File: src/rtl/spi_fsm_pkg.sv
// Shared types and defaults for the SPI slave transaction controller.
// Optional macro SPI_TRANSACTION_ABORT_EN is consumed by spi_transaction_fsm.
package spi_fsm_pkg;

  localparam int SPI_BYTE_WIDTH_DEF = 8;

  typedef enum logic [2:0] {
    ST_IDLE       = 3'd0,
    ST_GET_ADDR   = 3'd1,
    ST_GOT_ADDR   = 3'd2,
    ST_READ_LOAD  = 3'd3,
    ST_READ_SEND  = 3'd4,
    ST_WRITE_GET  = 3'd5,
    ST_WRITE_DONE = 3'd6,
    ST_DONE       = 3'd7
  } spi_state_e;

endpackage

File: src/rtl/spi_bit_counter.sv
// Saturating SCLK edge counter; o_terminal flags the increment that completes a byte.
module spi_bit_counter
  import spi_fsm_pkg::*;
#(
  parameter int BYTE_WIDTH = SPI_BYTE_WIDTH_DEF
) (
  input  logic clk,
  input  logic reset,
  input  logic i_clear,
  input  logic i_inc,
  output logic o_terminal
);

  localparam int CW = $clog2(BYTE_WIDTH + 1);
  localparam logic [CW-1:0] LAST = CW'(BYTE_WIDTH - 1);
  localparam logic [CW-1:0] FULL = CW'(BYTE_WIDTH);

  logic [CW-1:0] r_count;

  // Terminal is combinational so the owner can leave its state on the same edge as the last pulse.
  assign o_terminal = i_inc && (r_count == LAST);

  always_ff @(posedge clk or posedge reset) begin
    if (reset) begin
      r_count <= '0;
    end else if (i_clear) begin
      r_count <= '0;
    end else if (i_inc && (r_count != FULL)) begin
      r_count <= r_count + 1'b1;
    end
  end

endmodule

File: src/rtl/spi_transaction_fsm.sv
// Moore controller sequencing an SPI slave address byte then a read or write data byte.
// Define SPI_TRANSACTION_ABORT_EN to add the sticky abortFlag output.
module spi_transaction_fsm
  import spi_fsm_pkg::*;
#(
  parameter int BYTE_WIDTH = SPI_BYTE_WIDTH_DEF
) (
  input  logic clk,
  input  logic reset,
  input  logic chipSelect,
  input  logic sclkPosEdge,
  input  logic sclkNegEdge,
  input  logic rwBit,
  output logic srLoad,
  output logic addrLatchEn,
  output logic misoBufEn,
  output logic dmWriteEn,
  output logic busy
`ifdef SPI_TRANSACTION_ABORT_EN
  ,
  output logic abortFlag
`endif
);

  spi_state_e r_state;
  spi_state_e w_next;
  logic       w_clear;
  logic       w_inc;
  logic       w_tc;

  // Only the edge that matters to the current state ever reaches the counter.
  assign w_inc = ((r_state == ST_GET_ADDR || r_state == ST_WRITE_GET) && sclkPosEdge) ||
                 ((r_state == ST_READ_SEND) && sclkNegEdge);

  spi_bit_counter #(.BYTE_WIDTH(BYTE_WIDTH)) u_bit_counter (
    .clk        (clk),
    .reset      (reset),
    .i_clear    (w_clear),
    .i_inc      (w_inc),
    .o_terminal (w_tc)
  );

  always_comb begin
    w_next  = r_state;
    w_clear = 1'b0;
    if (r_state != ST_IDLE && chipSelect) begin
      w_next  = ST_IDLE;
      w_clear = 1'b1;
    end else begin
      case (r_state)
        ST_IDLE: begin
          w_clear = 1'b1;
          if (!chipSelect) w_next = ST_GET_ADDR;
        end
        ST_GET_ADDR: if (w_tc) begin
          w_next  = ST_GOT_ADDR;
          w_clear = 1'b1;
        end
        ST_GOT_ADDR:   w_next = rwBit ? ST_READ_LOAD : ST_WRITE_GET;
        ST_READ_LOAD:  w_next = ST_READ_SEND;
        ST_READ_SEND: if (w_tc) begin
          w_next  = ST_DONE;
          w_clear = 1'b1;
        end
        ST_WRITE_GET: if (w_tc) begin
          w_next  = ST_WRITE_DONE;
          w_clear = 1'b1;
        end
        ST_WRITE_DONE: w_next = ST_DONE;
        default:       w_next = r_state;
      endcase
    end
  end

  always_ff @(posedge clk or posedge reset) begin
    if (reset) r_state <= ST_IDLE;
    else       r_state <= w_next;
  end

  assign srLoad      = (r_state == ST_READ_LOAD);
  assign addrLatchEn = (r_state == ST_GOT_ADDR);
  assign misoBufEn   = (r_state == ST_READ_SEND);
  assign dmWriteEn   = (r_state == ST_WRITE_DONE);
  assign busy        = (r_state != ST_IDLE);

`ifdef SPI_TRANSACTION_ABORT_EN
  logic r_abort;

  // A chip-select release counts as an abort only while a byte is still in flight.
  always_ff @(posedge clk or posedge reset) begin
    if (reset) begin
      r_abort <= 1'b0;
    end else if (r_state == ST_IDLE && !chipSelect) begin
      r_abort <= 1'b0;
    end else if (chipSelect && r_state != ST_IDLE && r_state != ST_DONE) begin
      r_abort <= 1'b1;
    end
  end

  assign abortFlag = r_abort;
`endif

endmodule

File: config.mk
export PLATFORM = sky130hd
export DESIGN_NAME = spi_transaction_fsm
export DESIGN_NICKNAME = d
export VERILOG_FILES = /design/src/rtl/spi_fsm_pkg.sv /design/src/rtl/spi_bit_counter.sv /design/src/rtl/spi_transaction_fsm.sv
export SDC_FILE = /design/constraint.sdc
export NUM_CORES = 1
export LEC_CHECK = 0
export ABC_AREA = 1
export CORE_MARGIN = 1
export CORE_UTILIZATION = 40
export DETAILED_ROUTE_END_ITERATION = 7
export PLACE_DENSITY_LB_ADDON = 0.15
export RECOVER_POWER = 50
export SLEW_MARGIN = 20
export SYNTH_ARGS = -nofsm -noshare
export SYNTH_HDL_FRONTEND = slang
export SYNTH_SLANG_ARGS = --single-unit
export TNS_END_PERCENT = 10
File: constraint.sdc
create_clock -name clk -period 1.1 [get_ports clk]
set_input_delay 0.165 -clock clk [delete_from_list [all_inputs] [get_ports clk]]
set_output_delay 0.165 -clock clk [all_outputs]
set_load 0.01 [all_outputs]
==> impl_metrics.prom <==
# TYPE chip_impl_metric gauge
chip_impl_metric{name="layout.cells.non_filler",unit=""} 137
chip_impl_metric{name="dp_worst_setup_slack",unit="ps"} -381
chip_impl_metric{name="post_synth.cell_area_avg",unit="sq um"} 6.85
chip_impl_metric{name="timing.fmax",unit="GHz"} 0.741
chip_impl_info{name="critical_path.startpoint",value="r_state[0]"} 1
chip_impl_metric{name="fp-row-count",unit=""} 13
chip_impl_info{name="cp-endpoint",value="misoBufEn"} 1
chip_impl_metric{name="grt_first_pass_wirelength",unit="microns"} 2200
chip_impl_metric{name="power_leakage",unit="nW"} 0.467
chip_impl_metric{name="yosys_register_bits",unit=""} 7
chip_impl_metric{name="intPower",unit="mW"} 1.27
chip_impl_info{name="worst_hold_path_type",value="in -> async"} 1
chip_impl_metric{name="clk-insertion-delay-late",unit="ps"} 250
chip_impl_metric{name="gp_weighted_congestion",unit=""} 0.770
chip_impl_metric{name="route.vias.total",unit=""} 643
chip_impl_metric{name="detail_route.drc_violations",unit=""} 0
chip_impl_metric{name="number_of_antenna_violations_at_the_first_check_in_global_routing",unit=""} 0
chip_impl_metric{name="ys_seq_area_share",unit="%"} 29.4
chip_impl_metric{name="postRouteWirelength",unit="microns"} 1530
chip_impl_metric{name="cts_made_buffers",unit=""} 3
chip_impl_info{name="rsz0062_at_grt",value="yes"} 1
chip_impl_info{name="endpoint_of_the_most_critical_register_to_register_path",value="r_state[2]"} 1
chip_impl_metric{name="cell_area_power_density",unit="nW/um^2"} 2400
chip_impl_metric{name="finalClockSkew",unit="ps"} 2.07
chip_impl_metric{name="fin_util",unit="%"} 68.2
chip_impl_metric{name="post_drt_wl_per_cell",unit="microns"} 11.1
chip_impl_info{name="timing.critical_path.to_type",value="output pin"} 1
chip_impl_metric{name="fin_crit",unit="ps"} 1350
chip_impl_metric{name="fin_nets",unit=""} 131
chip_impl_info{name="violations_in_the_final_reports",value="setup timing"} 1
chip_impl_metric{name="clock_power_share",unit="%"} 10.3
chip_impl_metric{name="ant_nets",unit=""} 0
chip_impl_info{name="critical_path_class",value="reg -> out"} 1
chip_impl_metric{name="grt_max_degree",unit=""} 9
chip_impl_metric{name="slew_headroom",unit="%"} 83.4
chip_impl_metric{name="buffer_ports.inserted",unit=""} 10
chip_impl_metric{name="timing.final.hold_violations",unit=""} 0
chip_impl_metric{name="post_placement_cell_area",unit="sq um"} 822
chip_impl_info{name="startpoint_type",value="flip-flop"} 1
chip_impl_metric{name="setup.reg_to_reg.worst_slack",unit="ps"} -220
chip_impl_metric{name="min_period_over_period",unit="%"} 123
chip_impl_metric{name="grt.overflow.total",unit=""} 0
chip_impl_metric{name="worstPathMaxFanout",unit=""} 7
chip_impl_metric{name="number_of_placed_instances_taps_included",unit=""} 125
chip_impl_metric{name="die_h",unit="microns"} 40.6
chip_impl_metric{name="worst_slew_pin_slew",unit="ps"} 249
chip_impl_metric{name="syn_to_final_growth",unit="%"} 54.6
chip_impl_info{name="run_status",value="complete, but fails checks"} 1
chip_impl_metric{name="total_switching_power",unit="mW"} 0.946
chip_impl_metric{name="synth_top_cell_area_share",unit="%"} 29.4
chip_impl_metric{name="cts_hold_repair.buffers",unit=""} 0
chip_impl_metric{name="power.share.switching",unit="%"} 42.8
chip_impl_info{name="clk_root_buffer_cell",value="clkbuf_4"} 1
chip_impl_metric{name="power.combinational.fraction",unit="%"} 70.5
chip_impl_metric{name="firstDrtPassIters",unit=""} 4
chip_impl_metric{name="clkSlewWorstSetupHoldPaths",unit="ps"} 50
chip_impl_metric{name="final_critical_path_setup_slack",unit="ps"} -249
chip_impl_metric{name="hpwl",unit="microns"} 1080
chip_impl_info{name="yosys.area.top_type",value="dfrtp_1"} 1
chip_impl_metric{name="final_cell_area",unit="sq um"} 921
chip_impl_metric{name="die_width",unit="microns"} 40.6
chip_impl_metric{name="track_usage",unit="%"} 21.0
chip_impl_metric{name="yosysUniqueCellTypes",unit=""} 19
chip_impl_metric{name="cap_viol_max_count",unit=""} 0
chip_impl_metric{name="final_layout_size_suffix_gt1_share",unit="%"} 45.1
chip_impl_metric{name="post_synth_inst_count",unit=""} 87
chip_impl_metric{name="cts.path.max_buffers",unit=""} 2
chip_impl_metric{name="first_global_vias",unit=""} 531
chip_impl_metric{name="synth-warning-count",unit=""} 0
chip_impl_info{name="cells_taking_the_most_area_after_synthesis",value="dfrtp_1 (29%), nand2_1 (14%), nand3_1 (6.7%)"} 1
chip_impl_metric{name="h_tree_levels",unit=""} 1
chip_impl_info{name="worst_r2r_startpoint",value="r_state[0]"} 1
chip_impl_metric{name="maxSlewViolCount",unit=""} 0
chip_impl_metric{name="boundaryPins",unit=""} 11
chip_impl_metric{name="arrival_time_at_the_worst_endpoint",unit="ps"} 1180
chip_impl_metric{name="core_area",unit="sq um"} 1350
chip_impl_metric{name="report.final.setup_viol",unit=""} 12
chip_impl_metric{name="report.power.total",unit="mW"} 2.21
chip_impl_metric{name="power_frac_seq",unit="%"} 19.3
chip_impl_metric{name="vdd.ir_drop.worst",unit="mV"} 1.55
chip_impl_metric{name="hold-worst-slack",unit="ps"} 276
chip_impl_metric{name="detail_route.iter0.violations",unit=""} 11
chip_impl_info{name="cts_tree",value="done"} 1
chip_impl_metric{name="routed_via_density",unit=""} 4.69
chip_impl_metric{name="mappedNetlistArea",unit="sq um"} 596
chip_impl_metric{name="fin_setup_tns",unit="ps"} -2360
chip_impl_metric{name="cp.required",unit="ps"} 940
chip_impl_metric{name="n_antenna_cell",unit=""} 0
chip_impl_metric{name="start_util",unit="%"} 44.1
chip_impl_metric{name="cts_sinks",unit=""} 7
chip_impl_metric{name="syn_nets",unit=""} 95
chip_impl_metric{name="reg2reg_depth",unit=""} 9
chip_impl_metric{name="die_area",unit="sq um"} 1650
==> registers in the layout (all words and copies together), names as in the netlist <==
register	count
u_bit_counter.r_count	4
r_state	3
==> layout by cell type (no fill, tap or decap), drive strengths merged <==
| master | netlist | routed |
|---|---|---|
| nand2 | 29 | 29 |
| o21ai | 3 | 3 |
| nand4 | 2 | 2 |
| clkdlybuf4s15 | 0 | 1 |
| nand3 | 11 | 11 |
| clkbuf | 0 | 4 |
| inv | 11 | 11 |
| clkdlybuf4s50 | 0 | 4 |
| dlygate4sd3 | 0 | 1 |
| nor3 | 3 | 3 |
| nor2 | 12 | 12 |
| dfrtp | 7 | 7 |
| a21oi | 4 | 4 |
| ha | 2 | 2 |
| buf | 3 | 28 |
==> layout make-up <==
| type | instances | area, sq um |
|---|---|---|
| Tap cell | 15 | 18.8 |
| Timing Repair Buffer | 34 | 265 |
| Sequential cell | 7 | 179 |
| Inverter | 11 | 41.3 |
| Clock buffer | 4 | 26.3 |
| Fill cell | 116 | 429 |
| Multi-Input combinational cell | 66 | 390 |
==> logic make-up after synthesis <==
| family | Yosys count | synth area share [%] |
|---|---|---|
| compound gates | 7 | 5.88 |
| fa+ha+maj | 2 | 4.20 |
| buf+inv | 14 | 11.6 |
| flops | 7 | 29.4 |
| simple gates | 57 | 48.9 |
==> metal layers <==
layer	GRT usage [%]	share of wire, %	vias to the layer above
li1	-	-	350
met1	27.1	49	284
met2	34.9	48	9
met3	1.67	2.8	0
met4	10.0	0	0
met5	0	0	-
==> worst max-delay path, cell delays in order (launching register included) <==
cell     delay (ps)
dfrtp_2         450
buf_4           150
nor3_2          170
buf_2           160
==> synthesized netlist by cell type <==
master    n
nor3_1    2
nor3_2    1
ha_1      2
buf_2     1
nand2_1  23
a21oi_1   4
nand4_1   2
o21ai_1   3
nor2_2    1
nand2_2   4
inv_2     2
buf_6     2
nor2_1   10
nand3_1   8
nand2_4   2
nor2_4    1
dfrtp_1   7
nand3_2   3
inv_1     9
==> power by group through the flow <==
stage | Sequential [mW] | Combinational [mW] | Clock, mW
after CTS | 0.413 | 1.54 | 0.241
after global placement | 0.469 | 1.26 | 0
final | 0.426 | 1.56 | 0.227
after floorplan | 0.362 | 0.854 | 0
after detailed placement | 0.475 | 1.26 | 0
after global routing | 0.433 | 1.72 | 0.259
==> repair_timing <==
action / in CTS / in global routing
buffers inserted: 8 / 0
pin swaps: 3 / 0
gates resized for setup: 27 / 1
setup endpoints to repair: 12 / 12
==> worst min path at each step <==
stage | to | slack (ps) | startpoint | depth (start not counted)
final | r_state[0] | 280 | reset | 2
after global routing | r_state[2] | 300 | reset | 2
after CTS | r_state[0] | 140 | reset | 2
after detailed placement | r_state[0] | 410 | reset | 2
after global placement | r_state[1] | 410 | reset | 2
after floorplan | r_state[0] | -30 | reset | 1
Note: power is estimated with default switching activity, not from simulation.
